## config.mk

```make
export PLATFORM = sky130hd
export DESIGN_NAME = pbs_turn_engine_flat
export DESIGN_NICKNAME = d
export VERILOG_FILES = /design/src/rtl/pbs_pkg.sv /design/src/rtl/pbs_turn_engine_if.sv /design/src/rtl/pbs_lfsr.sv /design/src/rtl/pbs_turn_engine.sv /design/src/flat_wrapper.sv
export SDC_FILE = /design/constraint.sdc
export NUM_CORES = 1
export LEC_CHECK = 0
export BUFFER_PORTS_ARGS = -buffer_cell sky130_fd_sc_hd__buf_2
export CORE_MARGIN = 2
export CORE_UTILIZATION = 55
export DETAILED_ROUTE_END_ITERATION = 16
export PLACE_DENSITY = 0.81
export SETUP_SLACK_MARGIN = 0.15
export SLEW_MARGIN = 25
export SYNTH_ARGS = -nofsm -noshare
export SYNTH_HDL_FRONTEND = slang
export SYNTH_SLANG_ARGS = --single-unit
```

## constraint.sdc

```tcl
create_clock -name clk -period 3.15 [get_ports clk]
set_input_delay 0.4725 -clock clk [delete_from_list [all_inputs] [get_ports clk]]
set_output_delay 0.4725 -clock clk [all_outputs]
set_load 0.1 [all_outputs]
```

## src/rtl/pbs_pkg.sv

```systemverilog
// Shared types and constants for the PBS turn engine: turn states, the fixed
// move table, the LFSR feedback mask and saturating HP arithmetic.
package pbs_pkg;

  typedef enum logic [1:0] {
    IDLE    = 2'd0,
    P_ATK   = 2'd1,
    AI_ATK  = 2'd2,
    RESOLVE = 2'd3
  } turn_state_t;

  localparam int NUM_MOVES = 4;
  localparam int MOVE_DMG [NUM_MOVES] = '{4, 6, 8, 2};
  localparam int MOVE_ACC [NUM_MOVES] = '{12, 9, 5, 15};

  // Galois feedback for x^16+x^14+x^13+x^11+1 in a right-shifting register.
  localparam logic [15:0] LFSR_TAPS = 16'hB400;

  function automatic int unsigned sat_sub(input int unsigned hp, input int unsigned dmg);
    return (dmg >= hp) ? 0 : hp - dmg;
  endfunction

endpackage

```

## src/rtl/pbs_turn_engine_if.sv

```systemverilog
// Turn request/result bundle between the game FSM (master) and the turn
// engine (slave).
interface pbs_turn_engine_if #(
  parameter int HP_W   = 4,
  parameter int MOVE_W = 2
);
  logic              start;
  logic              new_game;
  logic [MOVE_W-1:0] p_move;
  logic              ready;
  logic              done;
  logic [HP_W-1:0]   p_hp;
  logic [HP_W-1:0]   ai_hp;
  logic              p_dead;
  logic              ai_dead;
  logic [MOVE_W-1:0] ai_move;
  logic              p_hit;
  logic              ai_hit;

  modport master (
    output start, new_game, p_move,
    input  ready, done, p_hp, ai_hp, p_dead, ai_dead, ai_move, p_hit, ai_hit
  );

  modport slave (
    input  start, new_game, p_move,
    output ready, done, p_hp, ai_hp, p_dead, ai_dead, ai_move, p_hit, ai_hit
  );
endinterface

```

## src/rtl/pbs_lfsr.sv

```systemverilog
// Free-running 16-bit Galois LFSR; the random source for hit, crit and AI
// move rolls.
module pbs_lfsr
  import pbs_pkg::*;
#(
  parameter logic [15:0] SEED = 16'hACE1
) (
  input  logic        clk,
  input  logic        rst,
  output logic [15:0] state
);

  always_ff @(posedge clk or posedge rst) begin
    if (rst) begin
      state <= SEED;
    end else begin
      state <= (state >> 1) ^ (state[0] ? LFSR_TAPS : 16'h0000);
    end
  end

endmodule

```

## src/rtl/pbs_turn_engine.sv

```systemverilog
// PBS battle turn sequencer: player attack, AI attack, resolve per start.
// Define PBS_CRIT_EN to let the LFSR crit bit double the damage of a hit.
module pbs_turn_engine
  import pbs_pkg::*;
#(
  parameter int          HP_W      = 4,
  parameter int          DMG_W     = 4,
  parameter int          MOVE_W    = 2,
  parameter int          RNG_W     = 4,
  parameter logic [15:0] LFSR_SEED = 16'hACE1
) (
  input  logic               clk,
  input  logic               rst,
  pbs_turn_engine_if.slave   bus
);

  function automatic logic [DMG_W-1:0] dmg_of(input logic [MOVE_W-1:0] m);
    return DMG_W'(MOVE_DMG[int'(m) % NUM_MOVES]);
  endfunction

  function automatic logic [RNG_W-1:0] acc_of(input logic [MOVE_W-1:0] m);
    return RNG_W'(MOVE_ACC[int'(m) % NUM_MOVES]);
  endfunction

  logic [15:0]       lfsr;
  turn_state_t       state;
  logic [HP_W-1:0]   p_hp_reg;
  logic [HP_W-1:0]   ai_hp_reg;
  logic [MOVE_W-1:0] p_move_reg;
  logic [MOVE_W-1:0] ai_move_reg;
  logic              done_reg;
  logic              p_hit_reg;
  logic              ai_hit_reg;

  logic              p_dead;
  logic              ai_dead;
  logic              ready;

  logic [MOVE_W-1:0] atk_move;
  logic [HP_W-1:0]   tgt_hp;
  logic [RNG_W-1:0]  atk_acc;
  logic              atk_hit;
  logic [DMG_W:0]    eff_dmg;
  logic [HP_W-1:0]   new_hp;
  logic              unused_lfsr;

  pbs_lfsr #(.SEED(LFSR_SEED)) u_lfsr (
    .clk   (clk),
    .rst   (rst),
    .state (lfsr)
  );

  assign unused_lfsr = ^lfsr;

  assign p_dead  = (p_hp_reg == '0);
  assign ai_dead = (ai_hp_reg == '0);
  assign ready   = (state == IDLE) && !p_dead && !ai_dead;

  // One attack datapath, shared by both attack states; target and move swap.
  always_comb begin
    atk_move = (state == P_ATK) ? p_move_reg : ai_move_reg;
    tgt_hp   = (state == P_ATK) ? ai_hp_reg : p_hp_reg;
    atk_acc  = acc_of(atk_move);
    atk_hit  = (atk_acc == {RNG_W{1'b1}}) || (lfsr[RNG_W-1:0] < atk_acc);
    eff_dmg  = {1'b0, dmg_of(atk_move)};
`ifdef PBS_CRIT_EN
    if (lfsr[15]) begin
      eff_dmg = {dmg_of(atk_move), 1'b0};
    end
`endif
    new_hp = atk_hit ? HP_W'(sat_sub(32'(tgt_hp), 32'(eff_dmg))) : tgt_hp;
  end

  always_ff @(posedge clk or posedge rst) begin
    if (rst) begin
      state       <= IDLE;
      p_hp_reg    <= '1;
      ai_hp_reg   <= '1;
      p_move_reg  <= '0;
      ai_move_reg <= '0;
      done_reg    <= 1'b0;
      p_hit_reg   <= 1'b0;
      ai_hit_reg  <= 1'b0;
    end else begin
      done_reg <= 1'b0;
      case (state)
        IDLE: begin
          if (bus.start && ready) begin
            p_move_reg <= bus.p_move;
            p_hit_reg  <= 1'b0;
            ai_hit_reg <= 1'b0;
            state      <= P_ATK;
          end else if (bus.new_game) begin
            p_hp_reg  <= '1;
            ai_hp_reg <= '1;
          end
        end
        P_ATK: begin
          ai_hp_reg   <= new_hp;
          p_hit_reg   <= atk_hit;
          ai_move_reg <= lfsr[RNG_W +: MOVE_W];
          // A defeated AI skips its attack entirely.
          if (new_hp == '0) begin
            done_reg <= 1'b1;
            state    <= RESOLVE;
          end else begin
            state <= AI_ATK;
          end
        end
        AI_ATK: begin
          p_hp_reg   <= new_hp;
          ai_hit_reg <= atk_hit;
          done_reg   <= 1'b1;
          state      <= RESOLVE;
        end
        RESOLVE: begin
          state <= IDLE;
        end
        default: begin
          state <= IDLE;
        end
      endcase
    end
  end

  assign bus.ready   = ready;
  assign bus.done    = done_reg;
  assign bus.p_hp    = p_hp_reg;
  assign bus.ai_hp   = ai_hp_reg;
  assign bus.p_dead  = p_dead;
  assign bus.ai_dead = ai_dead;
  assign bus.ai_move = ai_move_reg;
  assign bus.p_hit   = p_hit_reg;
  assign bus.ai_hit  = ai_hit_reg;

endmodule

```

## src/flat_wrapper.sv

```systemverilog
// flat-port wrapper written by rule: the top's interface ports become plain ports
module pbs_turn_engine_flat import pbs_pkg::*;
#(
  parameter int          HP_W      = 4,
  parameter int          DMG_W     = 4,
  parameter int          MOVE_W    = 2,
  parameter int          RNG_W     = 4,
  parameter logic [15:0] LFSR_SEED = 16'hACE1
)
  (clk, rst, bus_start, bus_new_game, bus_p_move, bus_ready, bus_done, bus_p_hp, bus_ai_hp, bus_p_dead, bus_ai_dead, bus_ai_move, bus_p_hit, bus_ai_hit);
  pbs_turn_engine_if #(.HP_W(HP_W), .MOVE_W(MOVE_W)) bus_i ();
  input  logic clk;
  input  logic rst;
  input wire logic [$bits(bus_i.start)-1:0] bus_start;
  input wire logic [$bits(bus_i.new_game)-1:0] bus_new_game;
  input wire logic [$bits(bus_i.p_move)-1:0] bus_p_move;
  output wire logic [$bits(bus_i.ready)-1:0] bus_ready;
  output wire logic [$bits(bus_i.done)-1:0] bus_done;
  output wire logic [$bits(bus_i.p_hp)-1:0] bus_p_hp;
  output wire logic [$bits(bus_i.ai_hp)-1:0] bus_ai_hp;
  output wire logic [$bits(bus_i.p_dead)-1:0] bus_p_dead;
  output wire logic [$bits(bus_i.ai_dead)-1:0] bus_ai_dead;
  output wire logic [$bits(bus_i.ai_move)-1:0] bus_ai_move;
  output wire logic [$bits(bus_i.p_hit)-1:0] bus_p_hit;
  output wire logic [$bits(bus_i.ai_hit)-1:0] bus_ai_hit;
  assign bus_i.start = bus_start;
  assign bus_i.new_game = bus_new_game;
  assign bus_i.p_move = bus_p_move;
  assign bus_ready = bus_i.ready;
  assign bus_done = bus_i.done;
  assign bus_p_hp = bus_i.p_hp;
  assign bus_ai_hp = bus_i.ai_hp;
  assign bus_p_dead = bus_i.p_dead;
  assign bus_ai_dead = bus_i.ai_dead;
  assign bus_ai_move = bus_i.ai_move;
  assign bus_p_hit = bus_i.p_hit;
  assign bus_ai_hit = bus_i.ai_hit;
  pbs_turn_engine #(.HP_W(HP_W), .DMG_W(DMG_W), .MOVE_W(MOVE_W), .RNG_W(RNG_W), .LFSR_SEED(LFSR_SEED)) u_core (.clk(clk), .rst(rst), .bus(bus_i));
endmodule
```

* Word level (Yosys, flattened, before mapping)
Cells that the tools add are included.
Storage, ports and cells: bits of input ports 6, flip-flop bits (word level) 33
Operators by class: reductions and logical operators 17, bitwise gates (word level) 2, $add $sub $neg 1, magnitude comparators 3, equal/unequal tests 7, mux-type cells 23
Operator list (number):
- binary-select mux 32 bit (select 2 bit) | 2
- two-way mux 4 bit | 9
- greater-or-equal comparator 32 x 3 -> 1 bit (second input constant) | 1
- NOT 2 -> 32 bit | 1
- two-way mux 16 bit | 1
- case mux 4 bit (2 select lines) | 2
- bitwise XOR 15 x 16 -> 16 bit | 1
- zero test 4 bit | 3
- case mux 2 bit (4 select lines) | 1
- != test 2 bit (second input constant) | 3
- case mux 1 bit (2 select lines) | 3
- AND reduction 2 bit | 3
- AND reduction 3 bit | 2
- == test 2 bit (second input constant) | 2
- == test 4 bit (second input constant) | 1
- greater-or-equal comparator 4 bit | 1
- < comparator 4 bit | 1
- two-way mux 2 bit | 2
- nonzero test 2 bit | 2
- subtractor 4 bit | 1
- logical AND 1 bit | 3
- two-way mux 1 bit | 3
- == test 2 x 1 -> 1 bit (second input constant) | 1
- zero test 1 bit | 2
- 2 further kinds | 2

* Logic depth before layout (Yosys ltp)
depth after elaboration 12, depth in mapped cells 15, gate-level depth less buffers 13

* Modules after synthesis
Synthesis repeated with hierarchy kept, for this count alone.
Unflattened totals: cell total of the unflattened synthesis 161, area total of the unflattened synthesis 1742.9 um^2
Modules (own cells, without submodules):
- pbs_turn_engine | instances 1, area an instance 1302.5 um^2, cells each 141
- pbs_lfsr | instances 1, area an instance 440.4 um^2, cells each 20

* Worst setup path after synthesis
Ideal clock, no wire load.
kind register to output, start reg u_core.ai_hp_reg[0], in the netlist u_core.bus.ai_hp[0], end out bus_ready, data required time 2.677 ns, cell stages (with the launch flop) 3, data arrival time 3.668 ns, setup slack -0.991 ns, cells stage by stage dfstp_2 > nor4_2 > nor3b_1
On the way: longest elaborated chain between the ends 3
RTL lines:
- start, declared | RTL line pbs_turn_engine.sv:28 | logic [HP_W-1:0] ai_hp_reg;
- start signal, assigned | RTL line pbs_turn_engine.sv:99 | ai_hp_reg <= new_hp;
- zero test 4 bit | RTL line pbs_turn_engine.sv:56 | assign ai_dead = (ai_hp_reg == '0);
- net bus_ai_dead | RTL line flat_wrapper.sv:22 | output wire logic [$bits(bus_i.ai_dead)-1:0] bus_ai_dead;
- zero test 1 bit | RTL line pbs_turn_engine.sv:57 | assign ready = (state == IDLE) && !p_dead && !ai_dead;
- logical AND 1 bit | RTL line pbs_turn_engine.sv:57
- end, declared | RTL line flat_wrapper.sv:17 | output wire logic [$bits(bus_i.ready)-1:0] bus_ready;
The timed path passes the listed nets, and every way through them passes these cells.

* Final worst setup path
start reg u_core.state[1], end reg u_core.state[0]
On the way: longest elaborated chain between the ends 12
RTL lines:
- start, declared | RTL line pbs_turn_engine.sv:26 | turn_state_t state;
- start signal, assigned | RTL line pbs_turn_engine.sv:76 | state <= IDLE;
- start signal, assigned | RTL line pbs_turn_engine.sv:92 | state <= P_ATK;
- start signal, assigned | RTL line pbs_turn_engine.sv:105 | state <= RESOLVE;
- == test 2 x 1 -> 1 bit | RTL line pbs_turn_engine.sv:61, pbs_turn_engine.sv:62, pbs_turn_engine.sv:86
- two-way mux 2 bit | RTL line pbs_turn_engine.sv:61 | atk_move = (state == P_ATK) ? p_move_reg : ai_move_reg;
- NOT 2 -> 32 bit (not written as such) | RTL line pbs_turn_engine.sv:18, pbs_turn_engine.sv:22
- binary-select mux 32 bit (select 2 bit) (on tied branches) | RTL line pbs_turn_engine.sv:18, pbs_turn_engine.sv:22
- two-way mux 4 bit (on tied branches) (2 in series) | RTL line pbs_turn_engine.sv:18, pbs_turn_engine.sv:22
- subtractor 4 bit, or another cell as far along | RTL line pbs_pkg.sv:20 | return (dmg >= hp) ? 0 : hp - dmg;
- two-way mux 4 bit / logical OR 1 bit (equally long branches) | RTL line pbs_pkg.sv:20, pbs_turn_engine.sv:64
- two-way mux 4 bit | RTL line pbs_turn_engine.sv:71 | new_hp = atk_hit ? HP_W'(sat_sub(32'(tgt_hp), 32'(eff_dmg))) : tgt_hp;
- zero test 4 bit | RTL line pbs_turn_engine.sv:103 | if (new_hp == '0) begin
- two-way mux 1 bit | RTL line pbs_turn_engine.sv:103
- case mux 2 bit (4 select lines) | RTL line pbs_turn_engine.sv:86 | case (state)
Parallel ways exist; a longest one is shown, timed or not. The select of a mux whose other input is x is not followed. A chain may end at the register's enable or synchronous reset.

==> metrics.md <==
| Metric | Value |
|---|---|
| Status | `complete, no violations` |
| Die width | `61.4 um` |
| GPL Wtd Cong | `0.966` |
| WL met2 | `1.76 mm` |
| CP Data Required Time | `3.37 ns` |
| FF-to-FF Start | `u_core.state[1]` |
| Max_slew headroom | `0.431` |
| Worst-Margin Slew | `0.848 ns` |
| Area Growth Syn to Fin | `15.2%` |
| First-pass iteration count of the detailed router | `4` |
| Crit path from | `u_core.state[1]` |
| Sink Count | `33` |
| Max stage delay on crit path | `0.43 ns` |
| RSZ-0062 raised after global routing | `true` |
| Crit Path Category | `reg -> reg` |
| Dominant synthesized flop cell | `dfrtp_1` |
| Number of diodes | `0` |
| CP max FO | `12` |
| Crit path buf inv count | `2` |
| R2r setup slk | `0.26 ns` |
| Synth Instances | `163` |
| FF+latch count, synth | `33` |
| WP depth | `10` |
| Worst Reg-to-Reg Cells | `10` |
| Endpoint type of the worst setup path | `register` |
| Hold Buf Count CTS | `0` |
| GRT overflow | `0` |
| Number of vias per cell | `5.81` |
| Syn Nets | `178` |
| Top sig layer | `met4` |
| Total CTS buffers | `5` |
| Setup_tns | `0 ns` |
| Worst setup path endpoint | `u_core.state[0]` |
| Die area | `3770 um^2` |
| Clock Tree Buf Depth | `2` |
| Element type at the critical path start | `register` |
| Mapped cell area | `1810 um^2` |
| Final wirelength | `3.76 mm` |
| Slowest CP cell | `fa_1` |
| Drt first-iter violations | `104` |
| Final #Nets | `206` |
| Skew final | `0.00310 ns` |
| Total track usage | `0.233` |
| CORE AREA | `3100 um^2` |
| Arr. time, crit path | `3.11 ns` |
| CP Cell Sequence | `inv_1 > ha_4 > buf_4 > mux2_2 > nor2_1 > fa_1 > a211oi_1 > a211oi_1 > o2111ai_1 > a21oi_1` |
| Final HPWL DP | `2.83 mm` |
| First-pass GRT wire length | `6.34 mm` |
| H-tree depth | `2` |
| Endpoints failing hold | `0` |
| CTS tree | `yes` |
| Worst-path clk slew | `0.11 ns` |
| M1 WL | `1.75 mm` |
| Max-cap violations | `0` |
| Via Count | `1371` |
| Fin crit period | `2.89 ns` |
| Post-synth EDFFs | `0` |
| Ys Warns | `0` |
| Async S/R FF share, synth | `1.00` |
| Clk Tree Root Cell | `clkbuf_4` |
| # setup viols final | `0` |
| Metal3 WL | `190 um` |
| Final ANT Viol Nets | `0` |
| Fmax | `346 MHz` |
| Initial antenna violation count | `0` |
| Syn_area_per_cell | `11.1 um^2` |
| Die height | `61.4 um` |
| Largest net degree at the start of global routing | `27` |
| Most common cell on crit path | `a211oi_1` |
| DR DRC count | `0` |
| Count of different cell masters after synthesis | `45` |
| Initial Util | `0.585` |
| Tcrit/Tclk final | `0.917` |
| Port bufs | `21` |
| Worst skew pair latency | `0.34 ns` |
| Max reg flops | `16` |
| Min-delay worst type | `in -> async` |
| Critical R2R Capture | `u_core.state[0]` |
| Ratio of cells with drive above 1 in the final layout | `0.380` |
| Vias in the first global route | `1321` |
| Routed WL per cell | `15.9 um` |
| Floorplan row count | `20` |
| I/O pin cnt | `22` |
| Fin. max-slew vios | `0` |
| Register area share after synthesis | `0.466` |
| Delay-heaviest family, CP | `compound AO/OA/AOI/OAI gates` |
[cell type report]
| type | instances | area (um^2) |
|---|---|---|
| inverters | 10 | 37.5 |
| fillers | 251 | 1010 |
| flip-flops and latches | 33 | 846 |
| repair buffers | 27 | 150 |
| clock buffers | 6 | 51.3 |
| multi-input cells | 114 | 913 |
| clock inverters | 2 | 37.5 |
| well taps | 44 | 55.1 |
[repair_timing]
action                     CTS  global route
pin swaps                    0             2
setup buffers                0             1
setup endpoints to repair    5             6
resized for setup            1             2
[layer usage]
layer	vias up	global-route usage
met1	683	0.333
li1	637	-
met4	0	0.0912
met2	41	0.343
met3	10	0.0588
met5	-	0
[metrics by stage]
stage	instance area, um^2	util	std cells	hold slack (ns)	worst slack [ns]
global placement	1980	0.638	227	0.339	0.0961
floorplan	1840	-	163	0.331	0.177
CTS	2070	0.667	235	0.340	0.185
detailed placement	1980	0.638	227	0.336	0.103
global route	2090	0.674	236	0.234	0.148
finish	2090	0.674	236	0.183	0.263
[worst min path at each step]
stage                      startpoint                      to  cells past startpoint
6_report                          rst         u_core.bus.done                      2
5_1_grt                           rst  u_core.u_lfsr.state[9]                      2
4_1_cts                           rst    u_core.p_move_reg[1]                      2
3_5_place_dp   u_core.u_lfsr.state[9]  u_core.u_lfsr.state[8]                      0
3_3_place_gp   u_core.u_lfsr.state[8]  u_core.u_lfsr.state[7]                      0
2_1_floorplan  u_core.u_lfsr.state[9]  u_core.u_lfsr.state[8]                      0
[synthesized netlist by cell type, drive strengths merged (3+ instances only)]
cell | number | area (um^2)
xor2 | 4 | 35.0
dfrtp | 17 | 425
a211oi | 6 | 45.0
a21oi | 8 | 40.0
a21boi | 4 | 41.3
a21o | 6 | 47.6
nor2 | 15 | 56.3
nand2b | 4 | 25.0
mux2i | 4 | 40.0
nor3 | 7 | 35.0
o21a | 3 | 30.0
nand2 | 5 | 18.8
buf | 5 | 52.6
a31oi | 3 | 18.8
ha | 8 | 100
o21ai | 3 | 15.0
dfstp | 16 | 420
mux2 | 7 | 78.8
inv | 10 | 37.5
nand3 | 5 | 25.0
[placed cells by master, fill, tap and decap left out, drive strengths merged, types with 2 or more instances in the layout]
| master | n |
|---|---|
| a32o | 2 |
| a21o | 6 |
| ha | 8 |
| nand3 | 5 |
| a211oi | 6 |
| a21boi | 4 |
| inv | 9 |
| mux2 | 7 |
| a21oi | 8 |
| nor2b | 2 |
| a41oi | 2 |
| nor4 | 2 |
| dfstp | 16 |
| a31oi | 3 |
| dfrtp | 17 |
| nand2 | 5 |
| or2 | 2 |
| o21a | 3 |
| nand3b | 2 |
| nor3 | 7 |
| mux2i | 4 |
| xor2 | 4 |
| buf | 27 |
| o21ai | 3 |
| nand2b | 4 |
| nor2 | 15 |
| clkbuf | 6 |
[logic make-up after synthesis]
kind of cell	after synthesis	synth area share
adder cells (fa/ha/maj)	9	0.0662
flip-flops	33	0.466
AND/OR/NAND/NOR	49	0.147
multiplexers	11	0.0655
XOR/XNOR	4	0.0193
buffers and inverters	16	0.0517
AO/OA/AOI/OAI	41	0.184
Power is not shown: default switching activity piles up to over one toggle a cycle in this logic, so the estimate is an artifact.
